## config.mk

```make
export PLATFORM = sky130hd
export DESIGN_NAME = conv_n_m_flat
export DESIGN_NICKNAME = d
export VERILOG_FILES = /design/src/rtl/conv_pkg.sv /design/src/rtl/conv_n_m_if.sv /design/src/rtl/conv_mac.sv /design/src/rtl/sp_mem.sv /design/src/rtl/conv_n_m.sv /design/src/flat_wrapper.sv
export SDC_FILE = /design/constraint.sdc
export NUM_CORES = 1
export LEC_CHECK = 0
export ABC_AREA = 1
export ABC_CLOCK_PERIOD_IN_PS = 9100
export BUFFER_PORTS_ARGS = -buffer_cell sky130_fd_sc_hd__buf_2
export CELL_PAD_IN_SITES_DETAIL_PLACEMENT = 0
export CELL_PAD_IN_SITES_GLOBAL_PLACEMENT = 1
export CORE_ASPECT_RATIO = 1.25
export CORE_MARGIN = 10
export CORE_UTILIZATION = 52
export DETAILED_ROUTE_END_ITERATION = 10
export GPL_ROUTABILITY_DRIVEN = 0
export HOLD_SLACK_MARGIN = 0.1
export PLACE_DENSITY_LB_ADDON = 0.1
export REMOVE_ABC_BUFFERS = 1
export SYNTH_ARGS = -nofsm -noshare
export SYNTH_HDL_FRONTEND = slang
export SYNTH_SLANG_ARGS = --single-unit
```

## constraint.sdc

```tcl
create_clock -name clk -period 9.1 [get_ports clk]
set_input_delay 1.82 -clock clk [delete_from_list [all_inputs] [get_ports clk]]
set_output_delay 1.82 -clock clk [all_outputs]
set_load 0.005 [all_outputs]
```

## src/rtl/conv_pkg.sv

```systemverilog
// Shared types and sizing helpers for the conv_n_m convolution engine.
// No ports: imported by the engine, its MAC stage and its sample memories.
package conv_pkg;

   typedef enum logic [1:0] {
      LOAD    = 2'd0,
      COMPUTE = 2'd1,
      OUTPUT  = 2'd2
   } state_t;

   // Bits needed to index n entries (values 0..n-1); never less than one bit.
   // cw(N), cw(M) and cw(N-M+1) give the x-address, f-address and output-index widths.
   function automatic int cw(input int n);
      return (n <= 2) ? 1 : $clog2(n);
   endfunction

endpackage

```

## src/rtl/conv_n_m_if.sv

```systemverilog
// Stream bundle for conv_n_m: x-sample and f-coefficient inputs, y output,
// each with a valid/ready handshake.
//   slave  : engine side (consumes x/f, produces y)
//   master : source/sink side (produces x/f, consumes y)
interface conv_n_m_if #(
   parameter int DW = 8,
   parameter int OW = 18
);
   logic [DW-1:0] s_data_in_x;
   logic          s_valid_x;
   logic          s_ready_x;
   logic [DW-1:0] s_data_in_f;
   logic          s_valid_f;
   logic          s_ready_f;
   logic [OW-1:0] m_data_out_y;
   logic          m_valid_y;
   logic          m_ready_y;

   modport slave (
      input  s_data_in_x, s_valid_x, s_data_in_f, s_valid_f, m_ready_y,
      output s_ready_x, s_ready_f, m_data_out_y, m_valid_y
   );

   modport master (
      output s_data_in_x, s_valid_x, s_data_in_f, s_valid_f, m_ready_y,
      input  s_ready_x, s_ready_f, m_data_out_y, m_valid_y
   );
endinterface

```

## src/rtl/conv_mac.sv

```systemverilog
// Signed multiply-accumulate stage with optional ReLU on its result.
//   clk, reset : clock and asynchronous active-high reset
//   en         : a/b hold a valid product term this cycle
//   clr        : first term of a new output (replaces the running sum)
//   a, b       : signed DW-bit operands
//   y          : accumulator, clamped at 0 when RELU != 0 and it is negative
module conv_mac #(
   parameter int DW   = 8,
   parameter int OW   = 18,
   parameter int RELU = 0
) (
   input  logic          clk,
   input  logic          reset,
   input  logic          en,
   input  logic          clr,
   input  logic [DW-1:0] a,
   input  logic [DW-1:0] b,
   output logic [OW-1:0] y
);
   logic signed [2*DW-1:0] prod;
   logic signed [OW-1:0]   prod_ext;
   logic signed [OW-1:0]   acc;

   always_comb begin
      prod     = (2*DW)'($signed(a)) * (2*DW)'($signed(b));
      prod_ext = OW'(prod);
   end

   always_ff @(posedge clk or posedge reset) begin
      if (reset) acc <= '0;
      else if (en) acc <= clr ? prod_ext : acc + prod_ext;
   end

   assign y = (RELU != 0 && acc[OW-1]) ? '0 : acc;
endmodule

```

## src/rtl/sp_mem.sv

```systemverilog
// Single-port memory with a registered read (1-cycle read latency).
//   clk   : rising-edge clock
//   we    : write enable (writes wdata at addr)
//   addr  : shared read/write address
//   wdata : write data
//   rdata : registered read data of addr
module sp_mem
   import conv_pkg::*;
#(
   parameter int WIDTH = 8,
   parameter int SIZE  = 8
) (
   input  logic                  clk,
   input  logic                  we,
   input  logic [cw(SIZE)-1:0]   addr,
   input  logic [WIDTH-1:0]      wdata,
   output logic [WIDTH-1:0]      rdata
);
   logic [WIDTH-1:0] mem [SIZE];

   always_ff @(posedge clk) begin
      if (we) mem[addr] <= wdata;
      rdata <= mem[addr];
   end
endmodule

```

## src/rtl/conv_n_m.sv

```systemverilog
// Valid-mode 1-D convolution: loads N x samples and M f taps, then streams
// N-M+1 outputs y[i] = sum_j x[i+j]*f[j]; frames run back-to-back.
//   clk   : rising-edge clock
//   reset : asynchronous active-high reset, discards any partial frame
//   bus   : conv_n_m_if slave (x/f inputs, y output, all registered outputs)
module conv_n_m
   import conv_pkg::*;
#(
   parameter int DW   = 8,
   parameter int N    = 8,
   parameter int M    = 4,
   parameter int OW   = 2*DW + $clog2(M),
   parameter int RELU = 0
) (
   input logic        clk,
   input logic        reset,
   conv_n_m_if.slave  bus
);
   localparam int XAW = cw(N);
   localparam int FAW = cw(M);
   localparam int XCW = cw(N+1);
   localparam int FCW = cw(M+1);
   localparam int IW  = cw(N-M+1);
   localparam int SW  = cw(M+2);

   localparam logic [XCW-1:0] X_FULL = XCW'(N);
   localparam logic [FCW-1:0] F_FULL = FCW'(M);
   localparam logic [IW-1:0]  I_LAST = IW'(N-M);
   localparam logic [SW-1:0]  S_TAPS = SW'(M);
   localparam logic [SW-1:0]  S_DONE = SW'(M+1);

   state_t         state;
   logic [XCW-1:0] xcnt, xcnt_n;
   logic [FCW-1:0] fcnt, fcnt_n;
   logic [IW-1:0]  idx;
   logic [SW-1:0]  step;
   logic           x_fire, f_fire;
   logic [XAW-1:0] x_addr;
   logic [FAW-1:0] f_addr;
   logic [DW-1:0]  x_rd, f_rd;
   logic           rd_v, rd_clr;
   logic [OW-1:0]  mac_y;

   // Readies are only ever high in LOAD, so memory writes are confined to LOAD.
   assign x_fire = bus.s_valid_x & bus.s_ready_x;
   assign f_fire = bus.s_valid_f & bus.s_ready_f;

   always_comb begin
      xcnt_n = xcnt + XCW'(x_fire);
      fcnt_n = fcnt + FCW'(f_fire);
      if (state == LOAD) begin
         x_addr = XAW'(xcnt);
         f_addr = FAW'(fcnt);
      end else begin
         x_addr = XAW'(idx) + XAW'(step);
         f_addr = FAW'(step);
      end
   end

   sp_mem #(.WIDTH(DW), .SIZE(N)) x_mem (
      .clk(clk), .we(x_fire), .addr(x_addr), .wdata(bus.s_data_in_x), .rdata(x_rd)
   );

   sp_mem #(.WIDTH(DW), .SIZE(M)) f_mem (
      .clk(clk), .we(f_fire), .addr(f_addr), .wdata(bus.s_data_in_f), .rdata(f_rd)
   );

   conv_mac #(.DW(DW), .OW(OW), .RELU(RELU)) mac (
      .clk(clk), .reset(reset), .en(rd_v), .clr(rd_clr), .a(x_rd), .b(f_rd), .y(mac_y)
   );

   // COMPUTE: step 0..M-1 issues tap reads; rd_v/rd_clr travel alongside the
   // 1-cycle memory read so the MAC sees them with the data. The sum settles at
   // step M+1 and is registered to the output, M+2 cycles after the j=0 read.
   always_ff @(posedge clk or posedge reset) begin
      if (reset) begin
         state            <= LOAD;
         xcnt             <= '0;
         fcnt             <= '0;
         idx              <= '0;
         step             <= '0;
         rd_v             <= 1'b0;
         rd_clr           <= 1'b0;
         bus.s_ready_x    <= 1'b0;
         bus.s_ready_f    <= 1'b0;
         bus.m_valid_y    <= 1'b0;
         bus.m_data_out_y <= '0;
      end else begin
         rd_v   <= 1'b0;
         rd_clr <= 1'b0;
         case (state)
            LOAD: begin
               xcnt          <= xcnt_n;
               fcnt          <= fcnt_n;
               bus.s_ready_x <= (xcnt_n < X_FULL);
               bus.s_ready_f <= (fcnt_n < F_FULL);
               if (xcnt == X_FULL && fcnt == F_FULL) begin
                  state <= COMPUTE;
                  idx   <= '0;
                  step  <= '0;
               end
            end
            COMPUTE: begin
               rd_v   <= (step < S_TAPS);
               rd_clr <= (step == '0);
               step   <= step + SW'(1);
               if (step == S_DONE) begin
                  bus.m_valid_y    <= 1'b1;
                  bus.m_data_out_y <= mac_y;
                  state            <= OUTPUT;
               end
            end
            OUTPUT: begin
               if (bus.m_ready_y) begin
                  bus.m_valid_y <= 1'b0;
                  if (idx == I_LAST) begin
                     xcnt          <= '0;
                     fcnt          <= '0;
                     bus.s_ready_x <= 1'b1;
                     bus.s_ready_f <= 1'b1;
                     state         <= LOAD;
                  end else begin
                     idx   <= idx + IW'(1);
                     step  <= '0;
                     state <= COMPUTE;
                  end
               end
            end
            default: state <= LOAD;
         endcase
      end
   end
endmodule

```

## src/flat_wrapper.sv

```systemverilog
// flat-port wrapper written by rule: the top's interface ports become plain ports
module conv_n_m_flat import conv_pkg::*;
#(
   parameter int DW   = 8,
   parameter int N    = 8,
   parameter int M    = 4,
   parameter int OW   = 2*DW + $clog2(M),
   parameter int RELU = 0
)
  (clk, reset, bus_s_data_in_x, bus_s_valid_x, bus_s_data_in_f, bus_s_valid_f, bus_m_ready_y, bus_s_ready_x, bus_s_ready_f, bus_m_data_out_y, bus_m_valid_y);
  conv_n_m_if #(.DW(DW), .OW(OW)) bus_i ();
  input logic clk;
  input logic reset;
  input wire logic [$bits(bus_i.s_data_in_x)-1:0] bus_s_data_in_x;
  input wire logic [$bits(bus_i.s_valid_x)-1:0] bus_s_valid_x;
  input wire logic [$bits(bus_i.s_data_in_f)-1:0] bus_s_data_in_f;
  input wire logic [$bits(bus_i.s_valid_f)-1:0] bus_s_valid_f;
  input wire logic [$bits(bus_i.m_ready_y)-1:0] bus_m_ready_y;
  output wire logic [$bits(bus_i.s_ready_x)-1:0] bus_s_ready_x;
  output wire logic [$bits(bus_i.s_ready_f)-1:0] bus_s_ready_f;
  output wire logic [$bits(bus_i.m_data_out_y)-1:0] bus_m_data_out_y;
  output wire logic [$bits(bus_i.m_valid_y)-1:0] bus_m_valid_y;
  assign bus_i.s_data_in_x = bus_s_data_in_x;
  assign bus_i.s_valid_x = bus_s_valid_x;
  assign bus_i.s_data_in_f = bus_s_data_in_f;
  assign bus_i.s_valid_f = bus_s_valid_f;
  assign bus_i.m_ready_y = bus_m_ready_y;
  assign bus_s_ready_x = bus_i.s_ready_x;
  assign bus_s_ready_f = bus_i.s_ready_f;
  assign bus_m_data_out_y = bus_i.m_data_out_y;
  assign bus_m_valid_y = bus_i.m_valid_y;
  conv_n_m #(.DW(DW), .N(N), .M(M), .OW(OW), .RELU(RELU)) u_core (.clk(clk), .reset(reset), .bus(bus_i));
endmodule
```

; Yosys cells after proc, flatten, opt, wreduce, memory -nomap -nowiden
; Memories as Yosys holds them, arrays and structs flattened. A register that Yosys moved wholly into a read port is not among the register bits.
; Index checks and enable logic that the tools add are counted.
[totals]
ff_bits = 56
mem_bits_rw = 96
input_bits = 21
out_inout_bits = 21
elab_cells = 83
n_memories = 2
[mem_list]
columns = name, depth, word_bits, rd, rd_ports_with_merged_regs, wr, line
row1 = u_core.x_mem.mem, 8, 8, 1, 1, 1, sp_mem.sv:19  ; logic [WIDTH-1:0] mem [SIZE];
row2 = u_core.f_mem.mem, 4, 8, 1, 1, 1, sp_mem.sv:19
[op_classes]
n_addsub = 6
n_mul = 1
order_cmp = 3
eq_ne = 11
muxes = 34
n_bitwise = 2
reduce_logical = 12
[ops]
columns = cell, count
row1 = two-way mux 3 bit, 8
row2 = adder 18 x 16 -> 18 bit, 1
row3 = two-way mux 18 bit, 1
row4 = multiplier 8 x 8 -> 16 bit, 1
row5 = one-hot mux 3 bit (2 select lines), 2
row6 = two-way mux 1 bit, 11
row7 = "== test 3 bit, second input constant", 3
row8 = one-hot mux 3 bit (3 select lines), 1
row9 = AND reduction 3 bit, 3
row10 = two-way mux 2 bit, 4
row11 = two-way mux 4 bit, 2
row12 = one-hot mux 4 bit (2 select lines), 1
row13 = AND reduction 4 bit, 2
row14 = "adder 3 x 1 -> 3 bit, second input constant", 2
row15 = "less-than comparator 3 bit, second input constant", 2
row16 = "inequality test 2 bit, second input constant", 3
row17 = one-hot mux 1 bit (2 select lines), 3
row18 = one-hot mux 2 bit (3 select lines), 1
row19 = adder 4 x 1 -> 4 bit, 1
row20 = "== test 4 bit, second input constant", 1
row21 = "less-than comparator 4 bit, second input constant", 1
row22 = "inequality test 2 x 1 -> 1 bit, second input constant", 2
row23 = nonzero test 2 bit, 2
row24 = adder 3 x 1 -> 3 bit, 1
row25 = 9 further kinds, 10

; Logic depth before layout (Yosys ltp)
; Gate-level depths: netlist (run 1).
[depth]
ltp_word = 4
ltp_mapped = 35
depth_no_buf = 34

; Hierarchy
; A second synthesis (run 1) with hierarchy kept.
[unflattened]
cells_unflattened = 1289
hier_area_um2 = 11051.8
[modules_own_cells]
columns = mod, n_inst, cells_per_inst, area_each_um2, seq_area_each_um2
row1 = conv_mac, 1, 703, 4722.0, 450.4
row2 = sp_mem (u_core.x_mem), 1, 280, 2924.1, 2082.0
row3 = conv_n_m, 1, 183, 1899.3, 950.9
row4 = sp_mem (u_core.f_mem), 1, 123, 1506.4, 1121.1

; Worst setup path after synthesis (run 1)
; Ideal clock, no wire load.
[synth_timing]
path_type = register -> register
startpoint = register u_core.f_mem.rdata[2] (read register of u_core.f_mem.mem)
endpoint = register u_core.mac.acc[13] (netlist: u_core.mac.y[13])
setup_time_ps = 117
arrival_time_ps = 5337
required_ps = 8983
path_slack_ps = 3646
stages_incl_launch_ff = 30
path_buffers = 1
period_less_slack_ps = 5454
cell_sequence = dfxtp_1 clkbuf_1 nand2_1 inv_1 fa_1 inv_1 fa_1 inv_1 fa_1 inv_1 fa_1 inv_1 ha_1 a21o_1 a21oi_1 nand2_1 or2_2 nand2_1 inv_1 ha_1 nand2_1 nor2_1 nand2_1 or2_2 nand2_1 nand2_1 nand3_1 nand2_1 nand2_1 nand2_1
[synth_between]
elab_chain_cells = 3
[synth_lines]
columns = element, line
row1 = "start, declared", sp_mem.sv:17  ; output logic [WIDTH-1:0] rdata
row2 = multiplier 8 x 8 -> 16 bit *, conv_mac.sv:25  ; prod = (2*DW)'($signed(a)) * (2*DW)'($signed(b));
row3 = adder 18 x 16 -> 18 bit, conv_mac.sv:31  ; else if (en) acc <= clr ? prod_ext : acc + prod_ext;
row4 = two-way mux 18 bit *, conv_mac.sv:31
row5 = "end signal, assigned", conv_mac.sv:31
row6 = "end, declared", conv_mac.sv:22  ; logic signed [OW-1:0] acc;
; Mark *: on every way between the ends. The rest lies on a longest branch, timed or not.
; A chain may end at the register's enable or synchronous reset.

; Worst setup path after layout (run 1)
; Ends and elaborated chain as after synthesis.

==> results by group, run 1 <==
Run status
  – Status: completed

Timing
  – Slew Viols, Final: 0
  – # setup viols final: 0
  – TNS Setup: 0 ps
  – Slew Limit Headroom: 0.320
  – F_max: between 0.15 and 0.2 GHz
  – Slew @ Worst Pin: around 1000 ps
  – Final worst path period share: 0.630
  – RSZ-0062 raised after global routing: false
  – Final hold slack: 480 ps
  – Clk_skew: 12.4 ps
  – Shortest clock period the worst path allows after layout: 5730 ps
  – Hold Fails Final Rpt: 0

Clocking
  – Post-CTS setup buffers: 0
  – CTS Hold Buffers Added: 0
  – Insertion delay to the later sink of the worst-skew pair: approximately 430 ps
  – Worst-case clock buffer depth: 2
  – CTS Root Cell: clkbuf_16
  – Sink Count: 168
  – CTS-repair resized insts: 0
  – CTS Buf Count: 17
  – Clock transition at path regs: roughly 70 ps
  – CTS tree: done
  – Htree depth: 4

GRT
  – Total grt overflow: 0
  – First-pass GRT wire length: 37,500 um
  – Maximum number of pins on one net before global-route repair: 57
  – Global-route usage over all layers: 0.179
  – Vias in the first global route: between 7,000 and 8,000
  – Initial antenna violation count: 0

Floorplan
  – Area of the die: ~26,000 um^2
  – Chip width: 147 um
  – IO Pins: between 40 and 50
  – Die span in y: about 180 um
  – Core Rows: 57
  – Core area: just under 20,000 um^2
  – Initial core utilization: 0.533

Detailed routing
  – Vias/cell: 5.00
  – Detail Route Antenna Nets: 0
  – Iteration-0 DRC count of the detailed router: 471
  – DR vias: about 7,400
  – DRC viols: 0
  – First-pass DRT Iterations: 5
  – Final WL: about 22,000 um
  – WL/cell: 15.1 um

Final layout
  – Layout cell share with drive strength beyond 1: 0.0943
  – Post-Layout Cell Count: about 1,500
  – Post-Route Utilization: 0.585
  – N_diodes: 0
  – # fillers: 1,802
  – Synthesis-to-layout area growth: 9.82%
  – Number of nets in the layout: approximately 1,300

Critical path
  – Worst path top cell family by delay: adder cells
  – Worst setup SP type: flip-flop
  – Bufs and invs on worst path: 6
  – Most common cell on crit path: nand2_1
  – CP max stage delay: roughly 670 ps
  – CP max stage cell: fa_1
  – CP Capture Type: flip-flop
  – Critical Path RT: between 9000 and 10,000 ps
  – Crit Path Class: reg -> reg
  – Critical path peak fanout: 8
  – CP arrival: roughly 6100 ps

Placed design
  – I/O Buffers: slightly above 40
  – Final HPWL DP: 16,700 um
  – Placed insts: roughly 1,500

Yosys
  – Mapped Avg Cell Area: ~8.9 um^2
  – Leading area contributor after synthesis: edfxtp_1
  – Post-Synthesis Cells: 1,173
  – Sequential element share of the synthesized area: 0.442
  – Prevailing post-synth register cell: edfxtp_1
  – FFs w/ async S/R, synth: 0.333
  – Yosys warns: 0
  – Mapped cell area: 10,400 um^2
  – Synth Register Bits: between 150 and 200
  – Netlist cell types: 40
  – Synth area leaders: edfxtp_1 28%, dfrtp_1 13%, nand2_1 12%
  – Top-area cell type share of the netlist area: 0.277
  – EDFF count, synth: between 90 and 100

Run
  – MaxCap Viol Count: 0

Worst hold path
  – Hold crit path type: reg -> reg
[layout by cell type, fill, tap and decap left out, types with 15 or more instances in the layout]
cell type,count
xor2_1,15
nand3_1,61
edfxtp_1,96
inv_1,207
o21ai_0,47
ha_1,56
buf_2,41
a21oi_1,52
nand2_1,330
dfrtp_1,56
clkbuf_16,17
dfxtp_1,16
fa_1,57
nor2_1,56
[cell families after synthesis]
kind of cell / synth area share
DFF: 0.442
adders and majority gates: 0.177
muxes: 0.00865
buffers and inverters: 0.0927
xor gates and xnor gates: 0.0185
AOI/OAI and AO/OA: 0.0681
and+or+nand+nor: 0.193
[registers in the layout (all words and copies together) (netlist names), 4 cells and up]
| signal | flops |
|---|---|
| u_core.f_mem.mem | 32 |
| u_core.f_mem.rdata | 8 |
| u_core.x_mem.rdata | 8 |
| u_core.x_mem.mem | 64 |
| u_core.mac.y | 18 |
| u_core.bus.m_data_out_y | 18 |
| u_core.xcnt | 4 |
[final timing paths]
kind	cells after the start	startpoint	end	slack (ps)
worst min-delay path	2	u_core.bus.m_data_out_y[7]$_DFFE_PP0P_	u_core.bus.m_data_out_y[7]$_DFFE_PP0P_	480
min in group asynchronous	3	reset	u_core.bus.m_data_out_y[2]$_DFFE_PP0P_	1580
worst max-delay path	28	u_core.f_mem.rdata[2]$_DFF_P_	u_core.mac.y[13]$_DFFE_PP0P_	3370
max in group asynchronous	3	reset	u_core.mac.y[8]$_DFFE_PP0P_	7040
worst min register to register	2	u_core.bus.m_data_out_y[7]$_DFFE_PP0P_	u_core.bus.m_data_out_y[7]$_DFFE_PP0P_	480
worst max register to register	28	u_core.f_mem.rdata[2]$_DFF_P_	u_core.mac.y[13]$_DFFE_PP0P_	3370
[tightest hold or removal path, stage by stage, from the launching register on]
cell and delay (ps):
dfrtp_1 340, nand2_1 50, o21ai_0 60
[Yosys cell counts, types with 2 or more instances]
cell / n
o21bai_1: 4
a21oi_1: 52
fa_1: 57
nand2_2: 3
nor2_4: 4
nor3_1: 5
mux2_2: 8
o21ai_0: 47
a22oi_1: 10
xor2_1: 15
dfxtp_1: 16
nor2_2: 2
o21ai_2: 2
inv_1: 208
o211ai_1: 3
xnor2_1: 7
buf_4: 3
o22ai_1: 2
ha_1: 56
a31oi_1: 2
nand3b_1: 3
dfrtp_1: 56
buf_2: 8
nand4_1: 10
a21o_1: 2
edfxtp_1: 96
and2_1: 2
nand3_1: 61
inv_2: 7
nor2_1: 56
nand2_1: 330
or2_2: 6
clkbuf_1: 23
[per-stage QoR]
stage	cell area, um^2	setup slack [ps]
final	11400	3370
after floorplan	10300	3720
after CTS	11400	3330
after global routing	11400	2820
after detailed placement	10900	3320
after global placement	10900	3410
[per-layer routing]
| layer | track usage | up-vias | part of all wire |
|---|---|---|---|
| met5 | 0 | - | 0 |
| met4 | 0.0556 | 0 | 0.017 |
| met3 | 0.0251 | 23 | 0.033 |
| met2 | 0.333 | 127 | 0.53 |
| met1 | 0.208 | 3500 | 0.42 |
| li1 | - | 3767 | - |
[cell type report]
type                       instances  area (um^2)  share of cell area
multi-input combinational        754         4840               0.423
sequential                       168         4600               0.403
inverter                         217          816              0.0714
clock buffer                      17          425              0.0372
tap                              265          332              0.0290
timing repair buffer              48          258              0.0225
clock inverter                    15          156              0.0137
Power of run 1 is not shown: default switching activity piles up to over one toggle a cycle in this logic, so the estimate is an artifact.
==> inputs of run 2 (changes only) <==
ABC_CLOCK_PERIOD_IN_PS = 5650   (was 9100)
CORE_UTILIZATION = 49   (was 52)
clock period = 5.65 ns   (was 9.1 ns; I/O delays follow)
==> run 2 against run 1 <==
Against the previous run: utilization decreased by 2.1 points; critical path depth decreased by 1; wire length is 1.9% higher; count of clock-buffer cells in the layout is 1 higher; highest routed layer unchanged; first-iteration DRC count decreased by 2.8%; worst setup slack worse by 3000 ps; die area rose by 5.4%; via count is 0.85% higher; flip-flop and latch count unchanged; hold slack lost 11 ps; register-to-register slack got worse by 3000 ps.
==> results by group, run 2 (synthesis results as in run 1) <==
GRT
  – First-pass GRT wire length: 37,400 um (-0.33%)
  – Total grt overflow: 0 (unchanged)
  – Global-route usage over all layers: 0.171 (-0.00818)
  – GR peak layer: met2
  – GR Util met2: 0.294 (-0.0392)
  – Grt met3 use: 0.0266 (+0.00151)
  – Maximum number of pins on one net before global-route repair: 57 (unchanged)
  – Met1 Use GR: 0.211 (+0.00329)
  – Vias in the first global route: 7,405 (-2.3%)
  – Initial antenna violation count: 0 (unchanged)

Clocking
  – Clock transition at path regs: 70 ps (about the same)
  – Htree depth: 4 (unchanged)
  – CTS tree: done
  – CTS Hold Buffers Added: 0 (unchanged)
  – CTS Buf Count: 17 (unchanged)
  – Insertion delay to the later sink of the worst-skew pair: 430 ps (about the same)
  – CTS Root Cell: clkbuf_16
  – Sink Count: 168 (unchanged)
  – Worst-case clock buffer depth: 2 (unchanged)

Timing
  – Clk_skew: 16.1 ps (+3.61 ps)
  – TNS Setup: 0 ps (unchanged)
  – RSZ-0062 raised after global routing: false
  – Slew Limit Headroom: 0.445 (+0.125)
  – Hold Fails Final Rpt: 0 (unchanged)
  – # setup viols final: 0 (unchanged)
  – Slew Viols, Final: 0 (unchanged)
  – Shortest clock period the worst path allows after layout: 5310 ps (-427 ps)
  – Slew @ Worst Pin: 829 ps (-187 ps)
  – Final worst path period share: 0.939 (+0.309)
  – F_max: 0.188 GHz (+8.0%)

Final layout
  – Top flop regs: u_core.x_mem.mem x64, u_core.f_mem.mem x32
  – Biggest register: u_core.x_mem.mem
  – # fillers: 1,944 (+7.9%)
  – Number of nets in the layout: 1,354 (+1.0%)
  – Synthesis-to-layout area growth: 13.1%
  – Layout cell share with drive strength beyond 1: 0.139 (+0.0452)
  – Most common cell after layout, fill and taps aside: nand2_1
  – Reg area: 4620 um^2 (+0.30%)
  – N_diodes: 0 (unchanged)
  – Most frequent cells in the layout: 322 x nand2_1, 206 x inv_1, 96 x edfxtp_1
  – Area of the multi-input gates: 5050 um^2 (+4.3%)
  – Max reg flops: 64 (unchanged)

Run
  – MaxCap Viol Count: 0 (unchanged)

Detailed routing
  – Final WL: 22,900 um (+1.9%)
  – First-pass DRT Iterations: 5 (unchanged)
  – DR vias: 7,480 (+0.85%)
  – Vias/cell: 4.96 (-0.69%)
  – DRC viols: 0 (unchanged)
  – Iteration-0 DRC count of the detailed router: 458 (-2.8%)
  – WL/cell: 15.2 um (+0.34%)
  – Detail Route Antenna Nets: 0 (unchanged)

Critical path
  – CP Capture Type: flip-flop
  – Crit Path Class: reg -> reg
  – Reg2reg path depth: 27 (-3.6%)
  – Worst setup SP type: flip-flop
  – CP arrival: 5630 ps (-420 ps)
  – Critical Path RT: 5970 ps (-3450 ps)
  – Critical path peak fanout: 7 (-1)

Placed design
  – I/O Buffers: 41 (unchanged)
  – Final HPWL DP: 17,300 um (+3.1%)

Floorplan
  – Area of the die: 27,500 um^2 (+5.4%)
  – Die span in y: 183 um (+2.7%)
  – Initial core utilization: 0.498 (-0.0344)
  – Core area: 20,900 um^2 (+6.9%)
  – Chip width: 150 um (+2.6%)
  – IO Pins: 42 (unchanged)
  – Core Rows: 59 (+3.5%)

Worst hold path
  – Hold crit path type: reg -> reg
  – Worst Hold Depth: 2 (unchanged)

Run status
  – Status: completed
-- run 2: cell type report --
cell class	instances	area share
Multi-Input combinational cell	754	0.429
Tap cell	274	0.0291
Clock buffer	18	0.0364
Clock inverter	14	0.0134
Sequential cell	168	0.392
Timing Repair Buffer	62	0.0308
Inverter	217	0.0693
-- run 2: path summary, 6_finish.rpt --
kind                                                   from                                      to  slack, ps
min                        u_core.f_mem.mem[1][0]$_DFFE_PP_           u_core.f_mem.rdata[0]$_DFF_P_        470
max reg2reg                   u_core.f_mem.rdata[7]$_DFF_P_            u_core.mac.y[13]$_DFFE_PP0P_        340
max in group asynchronous                             reset  u_core.bus.m_data_out_y[8]$_DFFE_PP0P_       4290
min reg2reg                u_core.f_mem.mem[1][0]$_DFFE_PP_           u_core.f_mem.rdata[0]$_DFF_P_        470
min in group asynchronous                             reset             u_core.mac.y[0]$_DFFE_PP0P_        900
max                           u_core.f_mem.rdata[7]$_DFF_P_            u_core.mac.y[13]$_DFFE_PP0P_        340
-- run 2: critical path, cell delays in order, from the launching register on --
cell      delay (ps)
dfxtp_1          330
inv_1             50
buf_4            150
nor2_1           140
fa_1             460
fa_1             530
fa_1             540
inv_1             50
fa_1             520
inv_1             40
ha_1             340
nand2_1           80
nand2_1           60
o21bai_1         180
a21oi_2          170
xor2_2           210
inv_1            110
ha_4             300
nand2_1          100
nor2_4           150
nand2_1           50
or2_2            300
nand2_1           60
nand2_1           40
nand3_1           60
nand2_1           70
nand2_1           60
nand2_1           60
-- run 2: routing by layer --
metal  up-vias  wire, um
met5         -         0
met2       118     11500
li1       3793         -
met3        28       669
met4         0       604
met1      3541     10100
-- run 2: stage by stage --
stage | util | instances | worst slack (ps) | hold slack [ps] | area, um^2
floorplan | - | 1139 | 270 | 438 | 10300
global placement | 0.524 | 1473 | 75.3 | 455 | 11000
detailed placement | 0.524 | 1473 | 8.81 | 455 | 11000
CTS | 0.552 | 1505 | 41.7 | 470 | 11500
global route | 0.564 | 1507 | 2.57 | 501 | 11800
finish | 0.564 | 1507 | 344 | 469 | 11800
-- run 2: repair_timing --
action | CTS | global route
pin swaps | 0 | 6
resized for setup | 1 | 49
buffers inserted | 0 | 2
endpoints found under the setup margin | 2 | 7
Power of run 2 is left out for the same reason.
